<file path="src/rtl/mobius_seq_interp.sv">
`default_nettype none
// ============================================================================
// Module      : mobius_seq_interp
// Description : Sequential inverse (interpolation) Moebius transform over
//               GF(2). Loads an N-bit truth table as W-bit words, runs one
//               butterfly stage per clock, then streams the ANF
//               coefficients back out as W-bit words.
// Revision    : 1.0 - initial release
// ============================================================================
module mobius_seq_interp #(
    parameter int N      = 128,
    parameter int LOG2_N = 7,
    parameter int W      = 8
) (
    input  logic         clk,
    input  logic         rst_n,
    input  logic         in_valid,
    output logic         in_ready,
    input  logic [W-1:0] in_data,
    output logic         out_valid,
    input  logic         out_ready,
    output logic [W-1:0] out_data,
    output logic         busy,
    output logic         frame_done
);

    localparam int c_words = N / W;
    localparam int c_wcb   = (c_words > 1) ? $clog2(c_words) : 1;
    localparam int c_scb   = $clog2(LOG2_N + 1);
    localparam int c_ib    = $clog2(N);
    localparam logic [c_wcb-1:0] c_last_word  = c_wcb'(c_words - 1);
    localparam logic [c_scb-1:0] c_last_stage = c_scb'(LOG2_N - 1);

    typedef enum logic [1:0] {
        LOAD    = 2'd0,
        COMPUTE = 2'd1,
        DRAIN   = 2'd2
    } state_t;

    state_t                       r_state;
    state_t                       w_state_nxt;
    logic [c_wcb-1:0]             r_word;
    logic [c_scb-1:0]             r_stage;
    logic [N-1:0]                 r_buf;        // r_buf[i] holds buf[i]
    logic                         r_in_ready;
    logic                         r_frame_done;

    logic                         w_in_fire;
    logic                         w_out_fire;
    logic                         w_last_word;
    logic                         w_last_stage;
    logic [c_ib-1:0]              w_base;
    logic [W-1:0]                 w_in_rev;
    logic [W-1:0]                 w_slice;
    logic [LOG2_N-1:0][N-1:0]     w_stage_res;
    logic [N-1:0]                 w_bfly;

    assign w_last_word  = (r_word == c_last_word);
    assign w_last_stage = (r_stage == c_last_stage);
    assign w_in_fire    = (r_state == LOAD) && in_valid && r_in_ready;
    assign w_out_fire   = (r_state == DRAIN) && out_ready;
    assign w_base       = c_ib'(r_word) * c_ib'(W);
    assign w_slice      = r_buf[w_base +: W];
    assign in_ready     = r_in_ready;
    assign frame_done   = r_frame_done;

    // Every stage's butterfly result is built in parallel; the current stage
    // counter picks one. Upper half of each 2h block absorbs its lower partner.
    genvar gs, gi;
    generate
        for (gs = 0; gs < LOG2_N; gs++) begin : g_stage
            localparam int c_half = N >> (gs + 1);
            for (gi = 0; gi < N; gi++) begin : g_bit
                if ((gi % (2 * c_half)) >= c_half) begin : g_upper
                    assign w_stage_res[gs][gi] = r_buf[gi] ^ r_buf[gi - c_half];
                end else begin : g_lower
                    assign w_stage_res[gs][gi] = r_buf[gi];
                end
            end
        end
    endgenerate

    // Select the butterfly result for the active stage; reverse word bit order
    // so the MSB of a stream word lines up with the lowest buffer index.
    always_comb begin
        w_bfly   = r_buf;
        w_in_rev = '0;
        for (int s = 0; s < LOG2_N; s++) begin
            if (r_stage == c_scb'(s)) begin
                w_bfly = w_stage_res[s];
            end
        end
        for (int t = 0; t < W; t++) begin
            w_in_rev[t] = in_data[W-1-t];
        end
    end

    // Next-state and output decode.
    always_comb begin
        w_state_nxt = r_state;
        out_valid   = 1'b0;
        busy        = 1'b0;
        out_data    = '0;
        case (r_state)
            LOAD: begin
                if (w_in_fire && w_last_word) begin
                    w_state_nxt = COMPUTE;
                end
            end
            COMPUTE: begin
                busy = 1'b1;
                if (w_last_stage) begin
                    w_state_nxt = DRAIN;
                end
            end
            DRAIN: begin
                busy      = 1'b1;
                out_valid = 1'b1;
                for (int t = 0; t < W; t++) begin
                    out_data[W-1-t] = w_slice[t];
                end
                if (w_out_fire && w_last_word) begin
                    w_state_nxt = LOAD;
                end
            end
            default: begin
                w_state_nxt = LOAD;
            end
        endcase
    end

    // State register; in_ready is registered so it stays low during reset and
    // rises on the first edge that lands in LOAD.
    always_ff @(posedge clk or negedge rst_n) begin
        if (!rst_n) begin
            r_state      <= LOAD;
            r_in_ready   <= 1'b0;
            r_frame_done <= 1'b0;
        end else begin
            r_state      <= w_state_nxt;
            r_in_ready   <= (w_state_nxt == LOAD);
            r_frame_done <= w_out_fire && w_last_word;
        end
    end

    // Buffer and counters: word writes in LOAD, in-place stages in COMPUTE,
    // word reads and final clear in DRAIN.
    always_ff @(posedge clk or negedge rst_n) begin
        if (!rst_n) begin
            r_word  <= '0;
            r_stage <= '0;
            r_buf   <= '0;
        end else begin
            case (r_state)
                LOAD: begin
                    if (w_in_fire) begin
                        r_buf[w_base +: W] <= w_in_rev;
                        if (w_last_word) begin
                            r_word  <= '0;
                            r_stage <= '0;
                        end else begin
                            r_word <= r_word + 1'b1;
                        end
                    end
                end
                COMPUTE: begin
                    r_buf <= w_bfly;
                    if (w_last_stage) begin
                        r_stage <= '0;
                        r_word  <= '0;
                    end else begin
                        r_stage <= r_stage + 1'b1;
                    end
                end
                DRAIN: begin
                    if (w_out_fire) begin
                        if (w_last_word) begin
                            r_word <= '0;
                            r_buf  <= '0;
                        end else begin
                            r_word <= r_word + 1'b1;
                        end
                    end
                end
                default: begin
                    r_word <= '0;
                end
            endcase
        end
    end

endmodule
`default_nettype wire

</file>
<file path="config.mk">
export PLATFORM = sky130hd
export DESIGN_NAME = mobius_seq_interp
export DESIGN_NICKNAME = d
export VERILOG_FILES = /design/src/rtl/mobius_seq_interp.sv
export SDC_FILE = /design/constraint.sdc
export NUM_CORES = 1
export LEC_CHECK = 0
export CORE_UTILIZATION = 35
export CTS_BUF_LIST = sky130_fd_sc_hd__clkbuf_8
export DETAILED_ROUTE_END_ITERATION = 10
export DONT_BUFFER_PORTS = 1
export REMOVE_ABC_BUFFERS = 1
export SYNTH_ARGS = -nofsm -noshare
export SYNTH_HDL_FRONTEND = slang
export SYNTH_SLANG_ARGS = --single-unit
</file>
<file path="constraint.sdc">
create_clock -name clk -period 4.5 [get_ports clk]
set_clock_uncertainty 0.2 [all_clocks]
set_input_delay 0.9 -clock clk [delete_from_list [all_inputs] [get_ports clk]]
set_output_delay 0.9 -clock clk [all_outputs]
set_load 0.01 [all_outputs]
</file>
# --- Word-level counts from Yosys, hierarchy flattened ---
# Cells that the tools add are included.
word_totals:
  output_inout_bits: 12
  ff_bits: 139
  elab_cells: 961
classes:
  mux: 28
  eq_ne: 203
  n_shift: 3
  n_addsub: 3
  n_bitwise: 449
  n_reduce_logical: 142
ops:
  columns: ["op", "count"]
  rows:
  - ["$mux 128", 10]
  - ["$xor 1x1->1", 448]
  - ["$pmux 128 s3", 1]
  - ["$reduce_and 8->1", 35]
  - ["$ne 5x5->1 const B", 50]
  - ["$reduce_and 7->1", 35]
  - ["$ne 4x4->1 const B", 55]
  - ["$reduce_and 9->1", 21]
  - ["$ne 6x6->1 const B", 27]
  - ["$bwmux 128", 1]
  - ["$shift 8x9->128 const A", 1]
  - ["$shiftx 128x8->8", 1]
  - ["$shiftx 8x9->128", 1]
  - ["$reduce_and 6->1", 21]
  - ["$ne 3x3->1 const B", 36]
  - ["$reduce_and 10->1", 7]
  - ["$ne 7x7->1 const B", 8]
  - ["$reduce_and 5->1", 8]
  - ["$ne 2x2->1 const B", 17]
  - ["$mux 4", 4]
  - ["$pmux 4 s3", 1]
  - ["$reduce_and 11->1", 1]
  - ["$eq 3x3->1 const B", 3]
  - ["$mux 3", 3]
  - ["other kinds (22)", 33]

# --- Longest topological paths before layout ---
depth:
  ltp_word: 9
  depth_mapped: 16
  ltp_nobuf: 9

# --- Worst setup path after synthesis ---
# No wires, ideal clock.
synth_path:
  path_kind: "reg-to-reg"
  from: "register r_word[1]"
  to: "register (tool-made name)"
  path_stages_with_launch: 14
  setup_ns: 0.125
  setup_slack_ns: 0.759
  t_arrival_ns: 3.416
  path_buffers: 5
  period_less_slack_ns: 3.741
  required_time_ns: 4.175
  cell_sequence: "dfrtp_1 -> buf_4 -> buf_1 -> buf_1 -> inv_1 -> ha_1 -> buf_6 -> or2_4 -> or3_1 -> a211o_1 -> and2_1 -> buf_6 -> a211oi_2 -> mux2_2"
synth_lines:
  columns: ["item", "line", "text"]
  rows:
  - ["start, declared", "42", "logic [c_wcb-1:0] r_word;"]
  - ["start signal, assigned", "162", "r_word <= r_word + 1'b1;"]
  - ["start signal, assigned", "181", "r_word <= r_word + 1'b1;"]

# --- Worst setup path after layout ---
layout_path:
  from: "register r_word[0]"
  to: "output port out_data[6]"
layout_between:
  elab_chain_len: 2
layout_lines:
  columns: ["item", "line", "text"]
  rows:
  - ["$shiftx 128x8->8", "63", "assign w_slice = r_buf[w_base +: W];"]
  - ["$mux 8", "104", "case (r_state)"]
  - ["end, declared", "22", "output logic [W-1:0] out_data,"]
# Every way passes these cells.

==> metrics.txt <==
IO Pins=24; Comb pwr share=0.684; Pint=5151 µW; H-tree levels=4; post-route cell area=19200 µm²; MaxCap Viol Count=0; Placed Area=roughly 19000 µm²; nets=~2200; final hold vios=0; # fillers=5097; Leak Pwr=~0.0071 µW; vias=22660; outcome=finished, final reports clean; Seq/Total Area, Yosys=0.2008; Critical Path End Type=output pin; CP Data Arrival Time=3140 ps; Fin Setup TNS=0 ps; Max Buffers Root-to-Sink=2; CTS tree=done; FP Rows=81; worst vdd ir=~0.00033 V; worst rel slew slack=0.05716; average wire per standard cell=47.54 µm; PwrDens=about 680 nW/µm²; vias in the first global route=around 20000; die height=224.5 µm; Worst R2R Path Depth=7; layout cells sized above 1=0.1759; Period Utilization, post-route=0.9411; async set or reset register ratio after synthesis=1.000; largest net degree at the start of global routing=between 100 and 150; die area=around 50000 µm²; fmax=0.2361 GHz; Total Routing Usage GR=0.5346; drt first pass iters=7; fin. max-slew vios=0; Initial Utilization=0.3547; DRT Wirelength=136400 µm; RSZ-0062 raised after global routing=no; Die W=224.5 µm; crit path kind=flip-flop to output pin; final estimated routing congestion in global placement=1.092; Clock transition at path regs=110 ps; PortBufs=0; Crit Path Max Fanout=45; DP HPWL=about 95000 µm; sequential share of power=0.217; Clock Latency Late Sink=630 ps; Post-route DRC=0; Slew @ Worst Pin=1409 ps; Yosys warning total=0; Post-DRT Antenna Nets=0; Post-Synthesis Cells=~2200; crit start category=flip-flop; Final min period=4235 ps; CP Data Required Time=3400 ps; WHS=119.5 ps; top_reg_cell synth=dfrtp_1; area delta synth->final=10.83%; switching part of the total=0.6031; CTS buffer count=17; HP Class=primary input to async pin; Clk pwr share=0.099; Core ar.=48850 µm²; EDFF count, synth=0; Mean Syn Cell Area=7.707 µm²; clk sink count=about 140; CTS root buffer=clkbuf_8; Yosys reg bits=around 140; synthesized cell area=17330 µm²; final number of setup-violating endpoints=0; first-pass GRT wire length=~180000 µm; vias per inst=7.898; Sw Pwr=7828 µW; Reg area=3492 µm²; Cell variety after synth=87; initial antenna violation count=13; Core Util, Final=0.3931; total congestion overflow=0; number of DRC markers in iteration 0=between 4000 and 5000; Multi-input gate area=between 10000 and 15000 µm²
-- timing repair --
item / 4_1_cts / 5_1_grt
gates resized for setup: 0 / 0
hold endpoints to repair: 139 / 0
hold buffers: 1 / 0
setup buffers: 0 / 0
-- cell usage in the layout, fill, tap and decap left out, types with 8 or more instances in the layout --
cell	synthesis	layout
a31oi_1	55	53
diode_2	0	11
o22ai_1	71	71
inv_1	37	38
a21oi_1	169	169
mux2i_1	36	36
a211oi_1	34	33
o32ai_1	9	9
and2_1	14	14
ha_1	11	9
nand2_1	168	168
a221o_1	27	27
nor3_1	35	34
a32oi_1	26	26
o221ai_1	50	50
o211ai_1	33	33
a22o_1	23	23
dfrtp_1	139	134
o21ai_0	172	172
a311oi_1	11	11
or3_1	8	8
nand2b_1	14	13
buf_4	3	209
nand3_1	55	55
a22oi_1	52	52
o2bb2ai_1	9	9
xor2_1	113	113
mux2_2	48	48
o31ai_1	26	26
xnor2_1	129	129
a2bb2oi_1	8	8
o41ai_1	9	9
nand4_1	9	9
mux4_2	40	40
a221oi_1	17	17
nor2_1	141	137
clkbuf_8	0	19
nor4_1	8	8
a211o_1	9	9
a21o_1	10	10
-- cell usage after synthesis (40+ instances only) --
| library cell | count | share of area |
|---|---|---|
| o21ai_0 | 172 | 0.050 |
| a21oi_1 | 169 | 0.049 |
| clkbuf_1 | 168 | 0.036 |
| nand2_1 | 168 | 0.036 |
| nor2_1 | 141 | 0.031 |
| dfrtp_1 | 139 | 0.20 |
| xnor2_1 | 129 | 0.065 |
| xor2_1 | 113 | 0.057 |
| o22ai_1 | 71 | 0.026 |
| buf_1 | 65 | 0.014 |
| buf_2 | 65 | 0.019 |
| a31oi_1 | 55 | 0.020 |
| nand3_1 | 55 | 0.016 |
| a22oi_1 | 52 | 0.023 |
| o221ai_1 | 50 | 0.025 |
| mux2_2 | 48 | 0.031 |
| mux4_2 | 40 | 0.052 |
-- cell families (layout without fill, tap and decap cells) --
| logic type | Yosys count | count (layout) | share of synthesized area |
|---|---|---|---|
| and+or+nand+nor | 499 | 499 | 0.1335 |
| muxes | 125 | 125 | 0.1046 |
| buffers and inverters | 344 | 290 | 0.08074 |
| AOI/OAI and AO/OA | 887 | 887 | 0.3491 |
| xor gates and xnor gates | 243 | 243 | 0.1233 |
| other | 0 | 11 | 0 |
| adders and majority gates | 11 | 11 | 0.007944 |
| DFF | 139 | 139 | 0.2008 |
-- routing by layer --
layer / wire length, µm / share of wire / track usage / vias up
met5: 168 / 0.0012 / 0.01857 / -
met4: 12760 / 0.094 / 0.3952 / 8
met3: 22260 / 0.16 / 0.2564 / 792
met2: 52000 / 0.38 / 0.7159 / 2611
met1: 49200 / 0.36 / 0.6551 / 10910
li1: - / - / - / 8337
-- layout make-up --
class                   count  area share
diodes                     11    0.001434
clock buffers              19     0.01362
clock inverters            13    0.007754
inverters                  41    0.008015
multi-input cells        1765      0.6536
flip-flops and latches    139      0.1819
well taps                 664     0.04327
repair buffers            217     0.09045
-- final timing paths --
check                           startpoint     endpoint  slack, ps
worst max-delay path             r_word[0]  out_data[6]        260
worst min-delay path                 rst_n    async pin        120
worst max register to register   r_word[0]    flip-flop        610
worst min register to register   r_word[1]    r_word[1]        390
max in group asynchronous            rst_n   r_stage[1]       3270
min in group clk                in_data[4]    flip-flop        220
-- worst max-delay path: stages (launching register included) --
cell     delay, ps
dfrtp_2        390
buf_4          670
mux4_2         660
mux4_2         550
and2_1         220
-- through the flow --
stage / setup slack (ps) / power, µW / instances
final: 264.9 / 12980 / 2869
after global routing: 246.8 / 12960 / 2860
after CTS: 310.7 / 12180 / 2858
after detailed placement: 902.5 / 10860 / 2825
after global placement: 880.9 / 10850 / 2825
after floorplan: -3245 / 6778 / 1945
-- power groups by stage --
stage | registers [µW] | logic, µW | clock network [µW]
after global placement | 2700 | 8150 | 0
after detailed placement | 2700 | 8170 | 0
after global routing | 2740 | 8910 | 1310
after floorplan | 2660 | 4110 | 0
final | 2820 | 8880 | 1280
after CTS | 2670 | 8240 | 1270
(Power assumes the default switching activity.)
